==> config.mk <==
export PLATFORM = sky130hd
export DESIGN_NAME = mem_stage
export DESIGN_NICKNAME = d
export VERILOG_FILES = /design/src/rtl/mips_bus_pkg.sv /design/src/rtl/mem_load_align.sv /design/src/rtl/mem_stage.sv
export SDC_FILE = /design/constraint.sdc
export NUM_CORES = 1
export LEC_CHECK = 0
export CELL_PAD_IN_SITES_DETAIL_PLACEMENT = 1
export CELL_PAD_IN_SITES_GLOBAL_PLACEMENT = 1
export CORE_AREA = 2 2 159 161
export DETAILED_ROUTE_END_ITERATION = 10
export DIE_AREA = 0 0 161 163
export GPL_ROUTABILITY_DRIVEN = 0
export HOLD_SLACK_MARGIN = 0.03
export PLACE_DENSITY = 0.82
export SYNTH_ARGS = -nofsm -noshare
export SYNTH_HDL_FRONTEND = slang
export SYNTH_SLANG_ARGS = --single-unit
==> constraint.sdc <==
create_clock -name clk -period 3.5 [get_ports clk]
set_input_delay 0.525 -clock clk [delete_from_list [all_inputs] [get_ports clk]]
set_output_delay 0.525 -clock clk [all_outputs]
set_load 0.02 [all_outputs]
==> src/rtl/mips_bus_pkg.sv <==
// Shared bus layouts and encodings for the MIPS core pipeline stages.
//   exe_mem_t : registered EXE->MEM bus (154 bits)
//   mem_wb_t  : MEM->WB bus (118 bits)
//   MC_*      : bit positions inside mem_control
//   mem_state_e : memory-stage FSM encoding
package mips_bus_pkg;
  localparam int EXE_MEM_W = 154;
  localparam int MEM_WB_W  = 118;

  // mem_control = {inst_load, inst_store, ls_word, lb_sign}
  localparam int MC_LOAD  = 3;
  localparam int MC_STORE = 2;
  localparam int MC_WORD  = 1;
  localparam int MC_SIGN  = 0;

  typedef enum logic [1:0] {
    IDLE = 2'd0,
    WAIT = 2'd1,
    DONE = 2'd2
  } mem_state_e;

  typedef struct packed {
    logic [3:0]  mem_control;
    logic [31:0] store_data;
    logic [31:0] exe_result;
    logic [31:0] lo_result;
    logic        hi_write, lo_write, mfhi, mflo, mtc0, mfc0;
    logic [7:0]  cp0r_addr;
    logic        syscall, eret, rf_wen;
    logic [4:0]  rf_wdest;
    logic [31:0] pc;
  } exe_mem_t;

  typedef struct packed {
    logic        rf_wen;
    logic [4:0]  rf_wdest;
    logic [31:0] mem_result;
    logic [31:0] lo_result;
    logic        hi_write, lo_write, mfhi, mflo, mtc0, mfc0;
    logic [7:0]  cp0r_addr;
    logic        syscall, eret;
    logic [31:0] pc;
  } mem_wb_t;
endpackage

==> src/rtl/mem_load_align.sv <==
// Load data alignment: picks the addressed byte (little-endian) and
// sign/zero-extends it, or passes the whole word through for lw.
//   rdata   : raw RAM word
//   off     : byte offset addr[1:0]
//   ls_word : 1 = word access
//   lb_sign : 1 = sign-extend byte
//   data    : aligned 32-bit load value
module mem_load_align (
  input  logic [31:0] rdata,
  input  logic [1:0]  off,
  input  logic        ls_word,
  input  logic        lb_sign,
  output logic [31:0] data
);
  logic [7:0] b;

  always_comb begin
    b = rdata[7:0];
    case (off)
      2'd1:    b = rdata[15:8];
      2'd2:    b = rdata[23:16];
      2'd3:    b = rdata[31:24];
      default: b = rdata[7:0];
    endcase
  end

  assign data = ls_word ? rdata : {{24{lb_sign & b[7]}}, b};
endmodule

==> src/rtl/mem_stage.sv <==
// Memory-access stage: word/byte load-store against a synchronous data RAM.
// Loads stall in an IDLE->WAIT->DONE FSM until RAM data returns; stores and
// non-memory instructions finish in the cycle they arrive.
//   clk, resetn    : clock, async active-low reset
//   MEM_valid      : stage holds a valid instruction
//   EXE_MEM_bus_r  : registered EXE->MEM bus
//   dm_rdata       : RAM read data (LOAD_LATENCY cycles after dm_addr)
//   dm_addr/wen/wdata : RAM request
//   MEM_over       : instruction completes this cycle
//   MEM_WB_bus     : MEM->WB bus
//   MEM_wdest      : destination register for hazard detection
//   MEM_pc         : pc of the instruction in this stage
module mem_stage
  import mips_bus_pkg::*;
#(
  parameter int LOAD_LATENCY = 1  // 1..7
) (
  input  logic                 clk,
  input  logic                 resetn,
  input  logic                 MEM_valid,
  input  logic [EXE_MEM_W-1:0] EXE_MEM_bus_r,
  input  logic [31:0]          dm_rdata,
  output logic [31:0]          dm_addr,
  output logic [3:0]           dm_wen,
  output logic [31:0]          dm_wdata,
  output logic                 MEM_over,
  output logic [MEM_WB_W-1:0]  MEM_WB_bus,
  output logic [4:0]           MEM_wdest,
  output logic [31:0]          MEM_pc
);
  exe_mem_t   eb;
  mem_wb_t    wb;
  mem_state_e state;
  logic [2:0]  wait_cnt;
  logic [31:0] load_data_r;
  logic [31:0] aligned;
  logic        is_load, is_store, ls_word;

  assign eb = EXE_MEM_bus_r;

  // load and store both set decodes as a non-memory instruction
  assign is_load  = eb.mem_control[MC_LOAD]  & ~eb.mem_control[MC_STORE];
  assign is_store = eb.mem_control[MC_STORE] & ~eb.mem_control[MC_LOAD];
  assign ls_word  = eb.mem_control[MC_WORD];

  mem_load_align u_align (
    .rdata   (dm_rdata),
    .off     (eb.exe_result[1:0]),
    .ls_word (ls_word),
    .lb_sign (eb.mem_control[MC_SIGN]),
    .data    (aligned)
  );

  // Dropping MEM_valid while a load is in flight flushes it: back to IDLE
  // without touching load_data_r.
  always_ff @(posedge clk or negedge resetn) begin
    if (!resetn) begin
      state       <= IDLE;
      wait_cnt    <= 3'd0;
      load_data_r <= 32'd0;
    end else begin
      case (state)
        IDLE: if (MEM_valid && is_load) begin
          state    <= WAIT;
          wait_cnt <= 3'(LOAD_LATENCY - 1);
        end
        WAIT: begin
          if (!MEM_valid) begin
            state <= IDLE;
          end else if (wait_cnt == 3'd0) begin
            load_data_r <= aligned;
            state       <= DONE;
          end else begin
            wait_cnt <= wait_cnt - 3'd1;
          end
        end
        DONE:    state <= IDLE;
        default: state <= IDLE;
      endcase
    end
  end

  assign MEM_over = resetn & MEM_valid &
                    (((state == IDLE) & ~is_load) | (state == DONE));

  // Store lanes fire only on the arrival cycle, so a store is never repeated.
  always_comb begin
    dm_wen = 4'h0;
    if (resetn && MEM_valid && state == IDLE && is_store)
      dm_wen = ls_word ? 4'hF : (4'b0001 << eb.exe_result[1:0]);
  end

  assign dm_wdata = ls_word ? eb.store_data : {4{eb.store_data[7:0]}};
  assign dm_addr  = {eb.exe_result[31:2], 2'b00};

  always_comb begin
    wb.rf_wen     = eb.rf_wen;
    wb.rf_wdest   = eb.rf_wdest;
    wb.mem_result = is_load ? load_data_r : eb.exe_result;
    wb.lo_result  = eb.lo_result;
    wb.hi_write   = eb.hi_write;
    wb.lo_write   = eb.lo_write;
    wb.mfhi       = eb.mfhi;
    wb.mflo       = eb.mflo;
    wb.mtc0       = eb.mtc0;
    wb.mfc0       = eb.mfc0;
    wb.cp0r_addr  = eb.cp0r_addr;
    wb.syscall    = eb.syscall;
    wb.eret       = eb.eret;
    wb.pc         = eb.pc;
  end

  assign MEM_WB_bus = wb;
  assign MEM_wdest  = eb.rf_wdest & {5{MEM_valid}};
  assign MEM_pc     = eb.pc;
endmodule

==> qor.yml, run 1 <==
synth:
  ys_seq_area_share_pct: 24.13
  post_synth_inst_count: 467
  avgSynthCellArea_sq_um: 8.217
  yosys.area.top_type: "buf_4"
  synth_adder_area_share_pct: 0.6521
  ys_ff_latch: 37
  ys_top_cells_by_area: "buf_4 (31%), dfrtp_1 (24%), mux2_2 (9.4%)"
  synth_compound_area_share_pct: 13.11
  synth_top_area_share_pct: 31.11
  synth.area.mux_share_pct: 12.26
  yosysWarnings: 0
  synth_xor_area_share_pct: 0
  synth-simple-area-share_pct: 14.61
  synth_cell_types: 40
  synth_area_sq_mm: 0.003837
  synth_top_family_by_area: "buffers and inverters"
layout:
  layout_commonest_cell: "clkdlybuf4s50_1"
  area_growth_pct: 37.79
  n_fill_cell: 2940
  fin_util_pct: 21.43
  drive_gt1_share_pct: 12.52
  final_cells: 850
  most-common-layout-cells: "clkdlybuf4s50_1 (214), nand2_1 (60), dfrtp_1 (37), nor2_1 (35), mux2_2 (32)"
  nets: 709
hold_path:
  min_path_type: "input port to async pin"
clocking:
  clock_path_buffers: 2
  tritoncts: "built"
  cts_hold_buf: 0
  htreeDepth: 2
  cts_resized: 0
  cts_buffers: 5
  clk_latency_ns: 0.29
  cts_num_sinks: 37
  cts.reportedPaths.clkPinSlew_ns: 0.05
  post-cts-setup-buffers: 0
  root_buffer: "clkbuf_16"
worst_setup_path:
  cp-start-kind: "input port"
  worstPathMaxFanout: 24
  critPathCaptureType: "output port"
  worstPathRequired_ns: 2.97
  critPathKind: "input port to output port"
  cp.arrival_ns: 2.48
global_routing:
  antenna_found_initial: 1
  grt_pass1_wl_um: 23420
  grt_max_degree: 38
  grt_pass1_vias: 3589
  groute.usage.overall_pct: 11.96
  grt_overflow: 0
detailed_routing:
  drt-total-wl_um: 16470
  drtAntennaViolNets: 0
  post-route-drc-count: 0
  drt_iter0_markers: 105
  routedWlPerCell_um: 19.38
  via_count: 3386
  vias_per_cell: 3.984
  dr.pass1.iters: 5
floorplan:
  die_w_um: 161
  rows: 58
  die_y_um: 163
  io_pins: 413
  core_sq_mm: 0.02467
  start_util_pct: 15.55
  die_area_sq_mm: 0.02624
timing:
  fin_crit_ns: 3.003
  whs_ns: 0.3157
  finalCritPeriodShare_pct: 85.81
  clock_skew_ns: 0.005227
  rsz0062_at_grt: "no"
  setup_violations: 0
  relSlewSlack_pct: 58.49
  tightest_slew_ns: 0.6217
  slew_violations: 0
  setup_tns_ns: 0
  hold_viol_final: 0
  max_freq_ghz: 0.3330
run:
  drv_cap: 0
place:
  place_inst: 841
  dp_hpwl_um: 13760
  io_buffers: 216
power_and_ir_drop:
  power_leakage_nw: 2.079
  powerDensity_mw_per_mm2: 443.8
  ir_drop_v: 0.0001721
outcome:
  status: "finished, final reports clean"
cells by family (layout without fill, tap and decap cells):
group,count (synthesis),in the layout
compound gates,75,75
fa+ha+maj,2,2
buf+inv,187,238
flops,37,37
mux,42,42
other cells,1,3
simple gates,123,123
layout make-up:
cell class	instances	area, sq um	area share (%)
timing repair buffer	225	2220	41.98
multi-input combinational	244	1569	29.67
sequential	37	925.9	17.51
tap	330	412.9	7.809
clock buffer	6	128.9	2.437
inverter	5	18.77	0.3549
clock inverter	2	10.01	0.1893
antenna	1	2.502	0.04733
state kept, by name (all words and copies together), names as in the netlist:
register,flops
load_data_r,32
wait_cnt,3
state,2
path summary, 6_finish.rpt:
check	from	to	slack [ns]	cells past startpoint
min reg2reg	wait_cnt[2]	wait_cnt[2]	0.55	1
max reg2reg	wait_cnt[0]	load_data_r[3]	0.96	7
max	EXE_MEM_bus_r[152]	MEM_WB_bus[102]	0.50	5
min	resetn	wait_cnt[2]	0.32	2
max in group asynchronous	resetn	load_data_r[27]	2.83	2
min in group clk	wait_cnt[2]	wait_cnt[2]	0.55	1
critical path: stages:
cell and delay, ns:
clkdlybuf4s50_1 0.52, nand2b_2 0.15, buf_4 0.31, mux2_2 0.38, clkdlybuf4s50_1 0.57
through the flow:
step / setup slack (ns) / area (sq um) / power [mW]
final: 0.4968 / 5288 / 2.347
after global routing: 0.3838 / 5285 / 2.499
after CTS: 0.4785 / 5285 / 2.378
after detailed placement: 0.4851 / 5146 / 1.926
after global placement: 0.5183 / 5146 / 1.883
after floorplan: 1.658 / 3841 / 1.585
cells in the mapped netlist (all sizes together):
master and n:
o211a 1, o21ai 3, or3b 1, mux2 34, conb 1, clkbuf 6
a222oi 1, nand2 60, a21oi 28, nand4b 2, clkinv 1, and2 5
buf 176, dfrtp 37, o21ba 1, o31ai 1, ha 2, nor2 36
nand3 2, nand2b 5, nor2b 4, nor3 7, or2 1, a211oi 7
a22o 2, a31oi 24, inv 4, mux2i 8, o2bb2ai 7
power by group:
group / internal, mW / total [mW] / switching (mW) / leakage [nW]
combinational: 0.574 / 1.12 / 0.542 / 1.57
clock: 0.262 / 0.446 / 0.184 / 0.0706
sequential: 0.635 / 0.785 / 0.150 / 0.436
metal layers:
layer  track usage, %  up-vias  wire [um]
li1                 -     1513          -
met5            1.326        -         44
met1            12.38     1592       5850
met2            21.52      210       8313
met3            4.609       69       1651
met4            4.992        2        612
Note: power is estimated with default switching activity, not from simulation.
==> run 2, diff against run 1 <==
--- a/config.mk
+++ b/config.mk
@@ -5,11 +5,12 @@
 export SDC_FILE = /design/constraint.sdc
 export NUM_CORES = 1
 export LEC_CHECK = 0
+export ABC_AREA = 1
 export CELL_PAD_IN_SITES_DETAIL_PLACEMENT = 1
 export CELL_PAD_IN_SITES_GLOBAL_PLACEMENT = 1
-export CORE_AREA = 2 2 159 161
+export CORE_AREA = 2 2 162 164
 export DETAILED_ROUTE_END_ITERATION = 10
-export DIE_AREA = 0 0 161 163
+export DIE_AREA = 0 0 164 166
 export GPL_ROUTABILITY_DRIVEN = 0
 export HOLD_SLACK_MARGIN = 0.03
 export PLACE_DENSITY = 0.82
==> qor.yml, run 2 <==
outcome:
  status: "finished, final reports clean"
power_and_ir_drop:
  p_switching_uw: 838.1
  p_seq_share_pct: 34.2
  p_clk_share_pct: 20.5
  switching_share_pct: 37.96
  powerDensity_mw_per_mm2: 417.9
  ir_drop_v: 0.0001750
  internal_power_mw: 1.369
  pwr-share-comb_pct: 45.4
  power_leakage_nw: 2.339
timing:
  max_freq_ghz: 0.3339
  relSlewSlack_pct: 62.31
  layout_setup_ws_ns: 0.5054
  clock_skew_ns: 0.008277
  slew_violations: 0
  setup_tns_ns: 0
  tightest_slew_ns: 0.5653
  fin_crit_ns: 2.995
  hold_viol_final: 0
  finalCritPeriodShare_pct: 85.56
  rsz0062_at_grt: "no"
  setup_violations: 0
synth:
  synthTopCellsByCount: "nand2_1 (195), buf_4 (158), nor2_1 (45)"
  synth_most_common_cell: "nand2_1"
  synth_top_area_share_pct: 31.38
  yosys.area.top_type: "buf_4"
  synth_cell_types: 27
  yosysWarnings: 0
  ys_ff_latch: 37
  synth_edf_count: 0
  ys_seq_area_share_pct: 24.50
  synth_top_flop_cell: "dfrtp_1"
  async_reset_ff_share_pct: 100.0
  synth_area_sq_mm: 0.003780
  avgSynthCellArea_sq_um: 6.655
  post_synth_inst_count: 568
  ys_top_cells_by_area: "buf_4 (31%), dfrtp_1 (24%), nand2_1 (19%)"
worst_setup_path:
  crit_family: "buffers and inverters"
  worstPathCellList: "clkdlybuf4s50_1, nor2_2, inv_1, buf_4, nand2_1, nand2_1, clkdlybuf4s50_1"
  timing.rr.start: "wait_cnt[0]"
  critPathLaunch: "EXE_MEM_bus_r[152]"
  critPathSlowestCell: "clkdlybuf4s50_1"
  worstPathRequired_ns: 2.97
  critical-path-max-stage-delay_ns: 0.60
  path_buf_inv: 4
  worstPathMaxFanout: 14
  critPathKind: "input port to output port"
  cp-start-kind: "input port"
  cp.arrival_ns: 2.47
  critPathCaptureType: "output port"
layout:
  largest_reg_flops: 32
  area_growth_pct: 39.76
  most-common-layout-cells: "clkdlybuf4s50_1 (212), nand2_1 (195), nor2_1 (44), dfrtp_1 (37), a21oi_1 (36)"
  reg.largest.list: "load_data_r (32), wait_cnt (3), state (2)"
  nets: 814
  drive_gt1_share_pct: 8.494
  n_fill_cell: 3139
  fin_area_sq_mm: 0.005283
  layout_commonest_cell: "clkdlybuf4s50_1"
  regMostFlops: "load_data_r"
floorplan:
  rows: 59
  die_area_sq_mm: 0.02722
  io_pins: 413
  start_util_pct: 14.76
  die_w_um: 164
  core_sq_mm: 0.02562
  die_y_um: 166
clocking:
  cts_resized: 0
  root_buffer: "clkbuf_16"
  htreeDepth: 2
  clk_latency_ns: 0.29
  cts.reportedPaths.clkPinSlew_ns: 0.06
  cts_hold_buf: 0
  clock_path_buffers: 2
  post-cts-setup-buffers: 0
  cts_num_sinks: 37
  tritoncts: "built"
  cts_buffers: 5
place:
  placed_cell_area_sq_mm: 0.005137
  io_buffers: 216
  dp_hpwl_um: 13400
  dpl_worst_slack_ns: 0.4737
detailed_routing:
  drtAntennaViolNets: 0
  via_count: 3582
  dr.pass1.iters: 4
  vias_per_cell: 3.731
  drt_iter0_markers: 116
  post-route-drc-count: 0
  drt-total-wl_um: 16130
  routedWlPerCell_um: 16.80
hold_path:
  min_path_type: "input port to async pin"
global_routing:
  groute.usage.overall_pct: 11.69
  grt_pass1_wl_um: 23520
  antenna_found_initial: 2
  grt_max_degree: 53
  grt_pass1_vias: 3879
  grt_overflow: 0
run:
  drv_cap: 0
-- run 2: cells by family (layout without fill, tap and decap cells) --
group | count (synthesis) | in the layout | synth area share, %
simple gates | 258 | 258 | 26.98
buf+inv | 201 | 256 | 36.31
compound gates | 69 | 69 | 11.45
flops | 37 | 37 | 24.50
fa+ha+maj | 2 | 2 | 0.6619
other cells | 1 | 3 | 0.09921
-- run 2: area by class of cell --
class	count	area (sq um)	share of cell area (%)
Antenna cell	1	2.502	0.04737
Timing Repair Buffer	226	2222	42.07
Sequential cell	37	925.9	17.53
Multi-Input combinational cell	331	1488	28.16
Inverter	22	82.58	1.563
Clock buffer	5	125.1	2.369
Tap cell	335	419.2	7.935
Clock inverter	3	17.52	0.3316
-- run 2: metal layers --
layer | track usage, % | wire length [um] | up-vias
met2 | 22.05 | 8320 | 185
met5 | 0 | 7 | -
met1 | 11.90 | 5913 | 1634
met3 | 3.996 | 1465 | 49
met4 | 3.776 | 425 | 2
li1 | - | - | 1712
-- run 2: power groups by stage --
stage               Sequential (mW)  Combinational, mW  Clock (mW)
floorplan                     0.710              0.782           0
global placement              0.768              0.991           0
detailed placement            0.770               1.02           0
CTS                           0.764               1.03       0.471
global route                  0.780               1.12       0.482
finish                        0.754               1.00       0.452
-- run 2: through the flow --
step | power [mW] | utilization [%] | std cells | hold WS (ns)
final | 2.208 | 20.62 | 960 | 0.3632
after global routing | 2.384 | 20.61 | 959 | 0.4325
after CTS | 2.261 | 20.61 | 959 | 0.4010
after detailed placement | 1.793 | 20.06 | 951 | 0.4761
after global placement | 1.759 | 20.06 | 951 | 0.4789
after floorplan | 1.493 | - | 569 | 0.2294
-- run 2: final timing paths --
check,end,depth (start not counted),slack (ns)
max,MEM_WB_bus[91],7,0.51
min,load_data_r[17],2,0.36
max reg2reg,load_data_r[25],8,1.66
min reg2reg,load_data_r[4],2,0.50
max in group asynchronous,load_data_r[31],2,2.77
min in group clk,load_data_r[4],2,0.50
